<file path="config.mk">
export PLATFORM = sky130hd
export DESIGN_NAME = sipo_rx
export DESIGN_NICKNAME = d
export VERILOG_FILES = /design/src/rtl/sipo_rx_pkg.sv /design/src/rtl/sipo_rx_edge.sv /design/src/rtl/sipo_rx.sv
export SDC_FILE = /design/constraint.sdc
export NUM_CORES = 1
export LEC_CHECK = 0
export CAP_MARGIN = 20
export CORE_ASPECT_RATIO = 0.7
export CORE_MARGIN = 3
export CORE_UTILIZATION = 60
export CTS_BUF_LIST = sky130_fd_sc_hd__clkbuf_2 sky130_fd_sc_hd__clkbuf_4 sky130_fd_sc_hd__clkbuf_8
export CTS_CLUSTER_DIAMETER = 80
export CTS_CLUSTER_SIZE = 30
export DETAILED_ROUTE_END_ITERATION = 16
export PLACE_DENSITY_LB_ADDON = 0.25
export SYNTH_ARGS = -nofsm -noshare
export SYNTH_HDL_FRONTEND = slang
export SYNTH_HIERARCHICAL = 1
export SYNTH_SLANG_ARGS = --single-unit
</file>
<file path="constraint.sdc">
create_clock -name sclk -period 3.6 [get_ports sclk]
set_input_delay 0.72 -clock sclk [delete_from_list [all_inputs] [get_ports sclk]]
set_output_delay 0.72 -clock sclk [all_outputs]
set_load 0.05 [all_outputs]
</file>
<file path="src/rtl/sipo_rx_pkg.sv">
// Shared definitions for the serial receiver and its serializer bench:
// FSM state encoding and the idle level of the scl/sda lines.
package sipo_rx_pkg;

    typedef logic [1:0] state_t;

    localparam state_t ST_IDLE      = 2'd0;
    localparam state_t ST_DATA      = 2'd1;
    localparam state_t ST_STOP_WAIT = 2'd2;

    localparam logic LINE_IDLE = 1'b1;

endpackage

</file>
<file path="src/rtl/sipo_rx_edge.sv">
// Two-flop synchronizer plus previous-sample stage for scl/sda, decoding start, stop and bit strobe.
// Events are combinational off the registered samples: visible 2 sclk edges after a pin change.
module sipo_rx_edge
    import sipo_rx_pkg::*;
(
    input  logic sclk,
    input  logic rst,
    input  logic scl,
    input  logic sda,
    output logic start,
    output logic stop,
    output logic bit_strobe,
    output logic sda_now
);

    // [0] first sync flop, [1] synchronized "now" sample, [2] "prev" sample
    logic [2:0] scl_sh;
    logic [2:0] sda_sh;
    logic       scl_now;
    logic       scl_prev;
    logic       sda_prev;

    always_ff @(posedge sclk) begin
        if (!rst) begin
            scl_sh <= {3{LINE_IDLE}};
            sda_sh <= {3{LINE_IDLE}};
        end else begin
            scl_sh <= {scl_sh[1:0], scl};
            sda_sh <= {sda_sh[1:0], sda};
        end
    end

    assign scl_now  = scl_sh[1];
    assign scl_prev = scl_sh[2];
    assign sda_now  = sda_sh[1];
    assign sda_prev = sda_sh[2];

    assign start      =  sda_prev & ~sda_now & scl_now;
    assign stop       = ~sda_prev &  sda_now & scl_now;
    assign bit_strobe = ~scl_prev &  scl_now;

endmodule

</file>
<file path="src/rtl/sipo_rx.sv">
// Serial-in parallel-out frame receiver: start, NBITS LSB-first bits, stop-bit low phase, stop.
// d_valid pulses 3 sclk edges after the stop reaches the pins; no backpressure, frames are never held.
module sipo_rx
    import sipo_rx_pkg::*;
#(
    parameter int NBITS   = 4,
    parameter int TIMEOUT = 64
)
(
    input  logic             sclk,
    input  logic             rst,
    input  logic             scl,
    input  logic             sda,
    output logic [NBITS-1:0] data,
    output logic             d_valid,
    output logic             frm_err,
    output logic             busy
);

    localparam int CW = $clog2(NBITS + 1);
    localparam int TW = $clog2(TIMEOUT);
    localparam logic [CW-1:0] LAST_BIT = CW'(NBITS - 1);
    localparam logic [TW-1:0] TO_LAST  = TW'(TIMEOUT - 1);

    logic             start;
    logic             stop;
    logic             bit_strobe;
    logic             sda_now;
    state_t           state;
    logic [NBITS-1:0] shreg;
    logic [CW-1:0]    bit_cnt;
    logic [TW-1:0]    to_cnt;

    sipo_rx_edge u_edge (
        .sclk       (sclk),
        .rst        (rst),
        .scl        (scl),
        .sda        (sda),
        .start      (start),
        .stop       (stop),
        .bit_strobe (bit_strobe),
        .sda_now    (sda_now)
    );

    always_ff @(posedge sclk) begin
        if (!rst) begin
            state   <= ST_IDLE;
            shreg   <= '0;
            bit_cnt <= '0;
            to_cnt  <= '0;
            data    <= '0;
            d_valid <= 1'b0;
            frm_err <= 1'b0;
        end else begin
            d_valid <= 1'b0;
            frm_err <= 1'b0;
            case (state)
                ST_IDLE: begin
                    to_cnt <= '0;
                    if (start) begin
                        shreg   <= '0;
                        bit_cnt <= '0;
                        state   <= ST_DATA;
                    end
                end
                ST_DATA: begin
                    if (start) begin
                        frm_err <= 1'b1;
                        shreg   <= '0;
                        bit_cnt <= '0;
                        to_cnt  <= '0;
                    end else if (stop) begin
                        frm_err <= 1'b1;
                        state   <= ST_IDLE;
                    end else if (bit_strobe) begin
                        shreg   <= {sda_now, shreg[NBITS-1:1]};
                        bit_cnt <= bit_cnt + 1'b1;
                        to_cnt  <= '0;
                        if (bit_cnt == LAST_BIT) begin
                            state <= ST_STOP_WAIT;
                        end
                    end else if (to_cnt == TO_LAST) begin
                        frm_err <= 1'b1;
                        state   <= ST_IDLE;
                    end else begin
                        to_cnt <= to_cnt + 1'b1;
                    end
                end
                ST_STOP_WAIT: begin
                    // the strobe here is the stop-bit low phase: it only refreshes the timeout
                    if (stop) begin
                        data    <= shreg;
                        d_valid <= 1'b1;
                        state   <= ST_IDLE;
                    end else if (start) begin
                        frm_err <= 1'b1;
                        shreg   <= '0;
                        bit_cnt <= '0;
                        to_cnt  <= '0;
                        state   <= ST_DATA;
                    end else if (bit_strobe) begin
                        to_cnt <= '0;
                    end else if (to_cnt == TO_LAST) begin
                        frm_err <= 1'b1;
                        state   <= ST_IDLE;
                    end else begin
                        to_cnt <= to_cnt + 1'b1;
                    end
                end
                default: state <= ST_IDLE;
            endcase
        end
    end

    assign busy = (state != ST_IDLE);

endmodule

</file>
* Yosys cells after proc, flatten, opt, wreduce, memory -nomap -nowiden
Cells that the tools add are included.
** Cells by class
- Add/subtract/negate cells :: 2
- Equality and inequality tests :: 11
- Multiplexer cells :: 37
- Bitwise gates (word level) :: 8
- Reduce and logical (&&, ||, !) cells :: 8
** Operator list (number)
- 6-bit 2-to-1 mux :: 6
- 4-bit 2-to-1 mux :: 5
- 2-bit 2-to-1 mux :: 9
- 6-bit one-hot mux with 3 select lines :: 1
- 3-bit 2-to-1 mux :: 5
- 4-bit one-hot mux with 3 select lines :: 1
- 3-bit one-hot mux with 3 select lines :: 1
- 4-bit inequality test (second input constant) :: 2
- 4-bit AND reduction :: 2
- 1-bit 2-to-1 mux :: 7
- 6-bit by 1-bit adder with 6-bit output (second input constant) :: 1
- 6-bit equality test (second input constant) :: 1
- 2-bit inequality test (second input constant) :: 3
- 3-bit inequality test (second input constant) :: 2
- 2-bit one-hot mux with 3 select lines :: 1
- 1-bit bitwise AND :: 5
- 2-bit AND reduction :: 2
- 3-bit by 1-bit adder with 3-bit output (second input constant) :: 1
- 3-bit by 2-bit equality test with 1-bit output (second input constant) :: 1
- 1-bit inverter :: 3
- 3-bit AND reduction :: 1
- 3-bit nonzero test :: 1
- 2-bit by 1-bit equality test with 1-bit output (second input constant) :: 1
- 2-bit equality test (second input constant) :: 1
- other kinds (3) :: 3
** Word-level totals
- Bits in registers :: 27
- Input port bits :: 4
- Output and inout port bits :: 7
- Word-level logic and storage cells :: 75

* Longest topological paths before layout
- Word-level depth :: 6
- Mapped depth :: 7
- Depth with buffers taken out :: 6

* By module
Netlist, hierarchy kept.
** By module, submodules not included
- sipo_rx :: instances 1, cells an instance 141, area an instance 1214.9 µm², seq. area each 420.4 µm²
- sipo_rx_edge :: instances 1, cells an instance 15, area an instance 181.4 µm², seq. area each 120.1 µm²

* Worst setup path after synthesis
No wires, ideal clock.
- Path type :: register -> register
- Start :: register state[0]
- End :: register to_cnt[0]
- Library setup time :: 0.075 ns
- Arrival time :: 1.894 ns
- Data required time :: 3.525 ns
- Slack :: 1.631 ns
- Stages on the path, launching flop included :: 7
- Buffers on the path :: 1
- Clock period less this slack :: 1.969 ns
- Cell sequence :: dfxtp_1 > inv_1 > ha_1 > or3b_1 > buf_2 > or4b_4 > o22ai_1
** On the way
- Cells in the longest elaborated chain, start to end :: 3
- Elaborated cells between the ends (all ways) :: 8
- Classes of those cells :: eq/ne (4); mux (1); reduce/logical (3)
** Ends and longest elaborated chain
- from (decl) :: RTL line sipo_rx.sv:29 : state_t state;
- from (signal assigned) :: RTL line sipo_rx.sv:47 : state <= ST_IDLE;
- from (signal assigned) :: RTL line sipo_rx.sv:63 : state <= ST_DATA;
- from (signal assigned) :: RTL line sipo_rx.sv:74 : state <= ST_IDLE;
- 2-bit by 1-bit equality test with 1-bit output (tied with other cells) :: RTL line sipo_rx.sv:57 : case (state)
- 3-bit inequality test (no source line) (tied with other cells)
- 3-bit AND reduction (no source line)
- to (signal assigned) :: RTL line sipo_rx.sv:86 : to_cnt <= to_cnt + 1'b1;
- to (signal assigned) :: RTL line sipo_rx.sv:107 : to_cnt <= to_cnt + 1'b1;
- to (decl) :: RTL line sipo_rx.sv:32 : logic [TW-1:0] to_cnt;
Parallel ways exist; a longest one is shown, timed or not.
A chain may end at the register's enable or synchronous reset.

* Worst setup path in the final report
- Start :: register state[0]
- End :: output busy
** On the way
- Cells in the longest elaborated chain, start to end :: 1
** Ends and longest elaborated chain
- 2-bit nonzero test :: RTL line sipo_rx.sv:115 : assign busy = (state != ST_IDLE);
- to (decl) :: RTL line sipo_rx.sv:17 : output logic busy
Every way passes these cells.

==> out/metrics.yaml <==
outcome:
  outcome: "completed"
sta:
  hold_violations: 0
  min_period_ps: 2800
  tns_ps: 0
  rsz0062_at_grt: "no"
  finalMaxSlewViolations: 0
  setup_slack_ps: 799
  slew_headroom_pct: 65.0
  setup_viol: 0
  tightest_slew_ps: 525
  fin_worst_skew_ps: 3.37
  fin_crit_sh_pct: 77.8
  max_freq_ghz: 0.357
clock_tree:
  clk_path_buf_depth: 2
  clk_pin_slew_ps: 140
  holdBufCountCts: 0
  cts_tree: "built"
  post_cts_resize_count: 0
  cts_buffers: 3
  cts-root-buf: "clkbuf_4"
  cts_sinks: 27
  postCtsSetupRepairBufs: 0
  cts.htree.levels: 1
  insertion_delay_ps: 320
setup_path:
  path_max_fanout: 8
  cp.required_ps: 2880
  critPathLaunch: "state[0]"
  cp-start-kind: "flip-flop"
  r2r_cells: 5
  end_kind: "output port"
  cp.arrival_ps: 2080
  worst-setup-path-type: "flip-flop to output port"
  regToRegStartpoint: "state[0]"
power:
  p_sw_mw: 0.182
  p_leak_nw: 0.585
  ir_worst_vdd_mv: 0.323
  combPwrFrac_pct: 23.0
  power.share.switching_pct: 31.2
  internal_power_mw: 0.402
  sequentialPowerShare_pct: 54.5
  total_power_mw: 0.585
  p_clk_share_pct: 22.4
  p_per_area_nw_per_um2: 382
floorplanning:
  fp.dieArea_um2: 2950
  dieWidth_um: 63.7
  rows: 13
  io_pins: 11
  die_y_um: 46.4
  start_util_pct: 69.2
  coreArea_um2: 2020
grt:
  grt_max_degree: 20
  antenna_found_initial: 0
  track_usage_pct: 21.1
  grt_pass1_vias: 1034
  overflow: 0
  grt_pass1_wl_mm: 4.77
placement:
  gp_congestion: 0.860
  place_ws_ps: 1180
  io_buffers: 10
  hpwlAfterDp_mm: 2.02
routing:
  wl_mm: 2.77
  antenna_left: 0
  drc: 0
  drt_first_pass_iters: 4
  avgViaCountPerCell: 6.13
  vias: 1189
  routedWlPerCell_um: 14.3
  drt_iter0_drc: 110
synthesis:
  synth_cell_types: 41
  syn_area_um2: 1400
  synth.avg_cell_area_um2: 8.95
  synthCells: 156
  synth-edff-count: 0
  yosysWarnings: 6
  synth_seq_area_share_pct: 38.7
  synth_nets: 168
  synth_flop_cell: "dfxtp_1"
  ys_ff_latch: 27
  ys_async_sr_fraction_pct: 0
finish:
  drive_gt1_share_pct: 7.93
  final_common_cell: "dfxtp_1"
  nets: 177
  n_antenna_cell: 0
  final_cell_mix: "27 x dfxtp_1, 12 x nand2_1, 10 x nand3_1, 10 x clkdlybuf4s50_1"
  finalCoreUtilization_pct: 75.9
  syn2layout_area_growth_pct: 9.68
min_path:
  worst_hold_path.num_cells: 1
  hold_path.class: "flip-flop to flip-flop"
  hp-start: "u_edge/scl_sh[0]"
run:
  maxCapViolCount: 0
-- cells in the mapped netlist (2+ instances only) --
cell type | n | area share [%]
a21boi_0 | 9 | 4.8
a21boi_1 | 3 | 1.6
a21oi_1 | 3 | 1.1
a31oi_1 | 2 | 0.90
and3_1 | 2 | 0.90
and3b_1 | 2 | 1.3
buf_2 | 2 | 0.72
clkbuf_1 | 3 | 0.81
dfxtp_1 | 27 | 39
ha_1 | 8 | 7.2
inv_1 | 6 | 1.6
nand2_1 | 12 | 3.2
nand2b_1 | 9 | 4.0
nand3_1 | 10 | 3.6
nand4_1 | 5 | 2.2
nor2_1 | 6 | 1.6
nor3_1 | 6 | 2.2
nor3b_1 | 3 | 1.6
o21ai_0 | 9 | 3.2
o221a_2 | 4 | 3.2
o22ai_1 | 4 | 1.8
or4_1 | 2 | 1.1
-- final timing paths --
path,endpoint,slack (ps)
setup / recovery,busy,800
hold / removal,u_edge/scl_sh[1],430
setup reg to reg,to_cnt[1],1430
hold reg to reg,u_edge/scl_sh[1],430
-- metal layers --
metal / global-route usage, % / wire length [um] / vias up
met4: 9.01 / 41 / 0
met2: 32.0 / 1150 / 56
met1: 28.7 / 1350 / 537
li1: - / - / 590
met5: 0 / 0 / -
met3: 5.61 / 228 / 6
-- flip-flops by register name, indices dropped and copies added, names as in the netlist --
register       count
to_cnt             6
data               4
shreg              4
bit_cnt            3
u_edge/scl_sh      3
u_edge/sda_sh      3
state              2
d_valid            1
frm_err            1
-- critical path, stage by stage (launching register included) --
cell	delay [ps]
dfxtp_1	500
inv_1	130
ha_1	260
inv_1	80
clkdlybuf4s50_1	790
-- area by class of cell --
class                      count  area (um^2)
sequential                    27          541
inverter                       6         22.5
clock buffer                   3         22.5
tap                           30         37.5
timing repair buffer          11          108
multi-input combinational    116          793
fill                         147          485
clock inverter                 1         7.51
-- kinds of logic after synthesis --
logic type / after synthesis / synth area share, %
adders and majority gates: 8 / 7.17
AOI/OAI and AO/OA: 42 / 22.1
and+or+nand+nor: 66 / 27.5
DFF: 27 / 38.7
buffers and inverters: 13 / 4.48
-- metrics by stage --
stage | hold WS [ps] | instance area, um^2 | cells
detailed placement | 398 | 1500 | 190
CTS | 432 | 1530 | 194
finish | 431 | 1530 | 194
global placement | 393 | 1500 | 190
global route | 449 | 1530 | 194
floorplan | 386 | 1400 | 156
-- power groups by stage --
stage,clock network (mW),registers (mW),logic [mW]
after global placement,0,0.324,0.126
after floorplan,0,0.323,0.106
after CTS,0.137,0.319,0.133
final,0.131,0.319,0.135
after detailed placement,0,0.325,0.131
after global routing,0.149,0.321,0.146
Note: power is estimated with default switching activity, not from simulation.
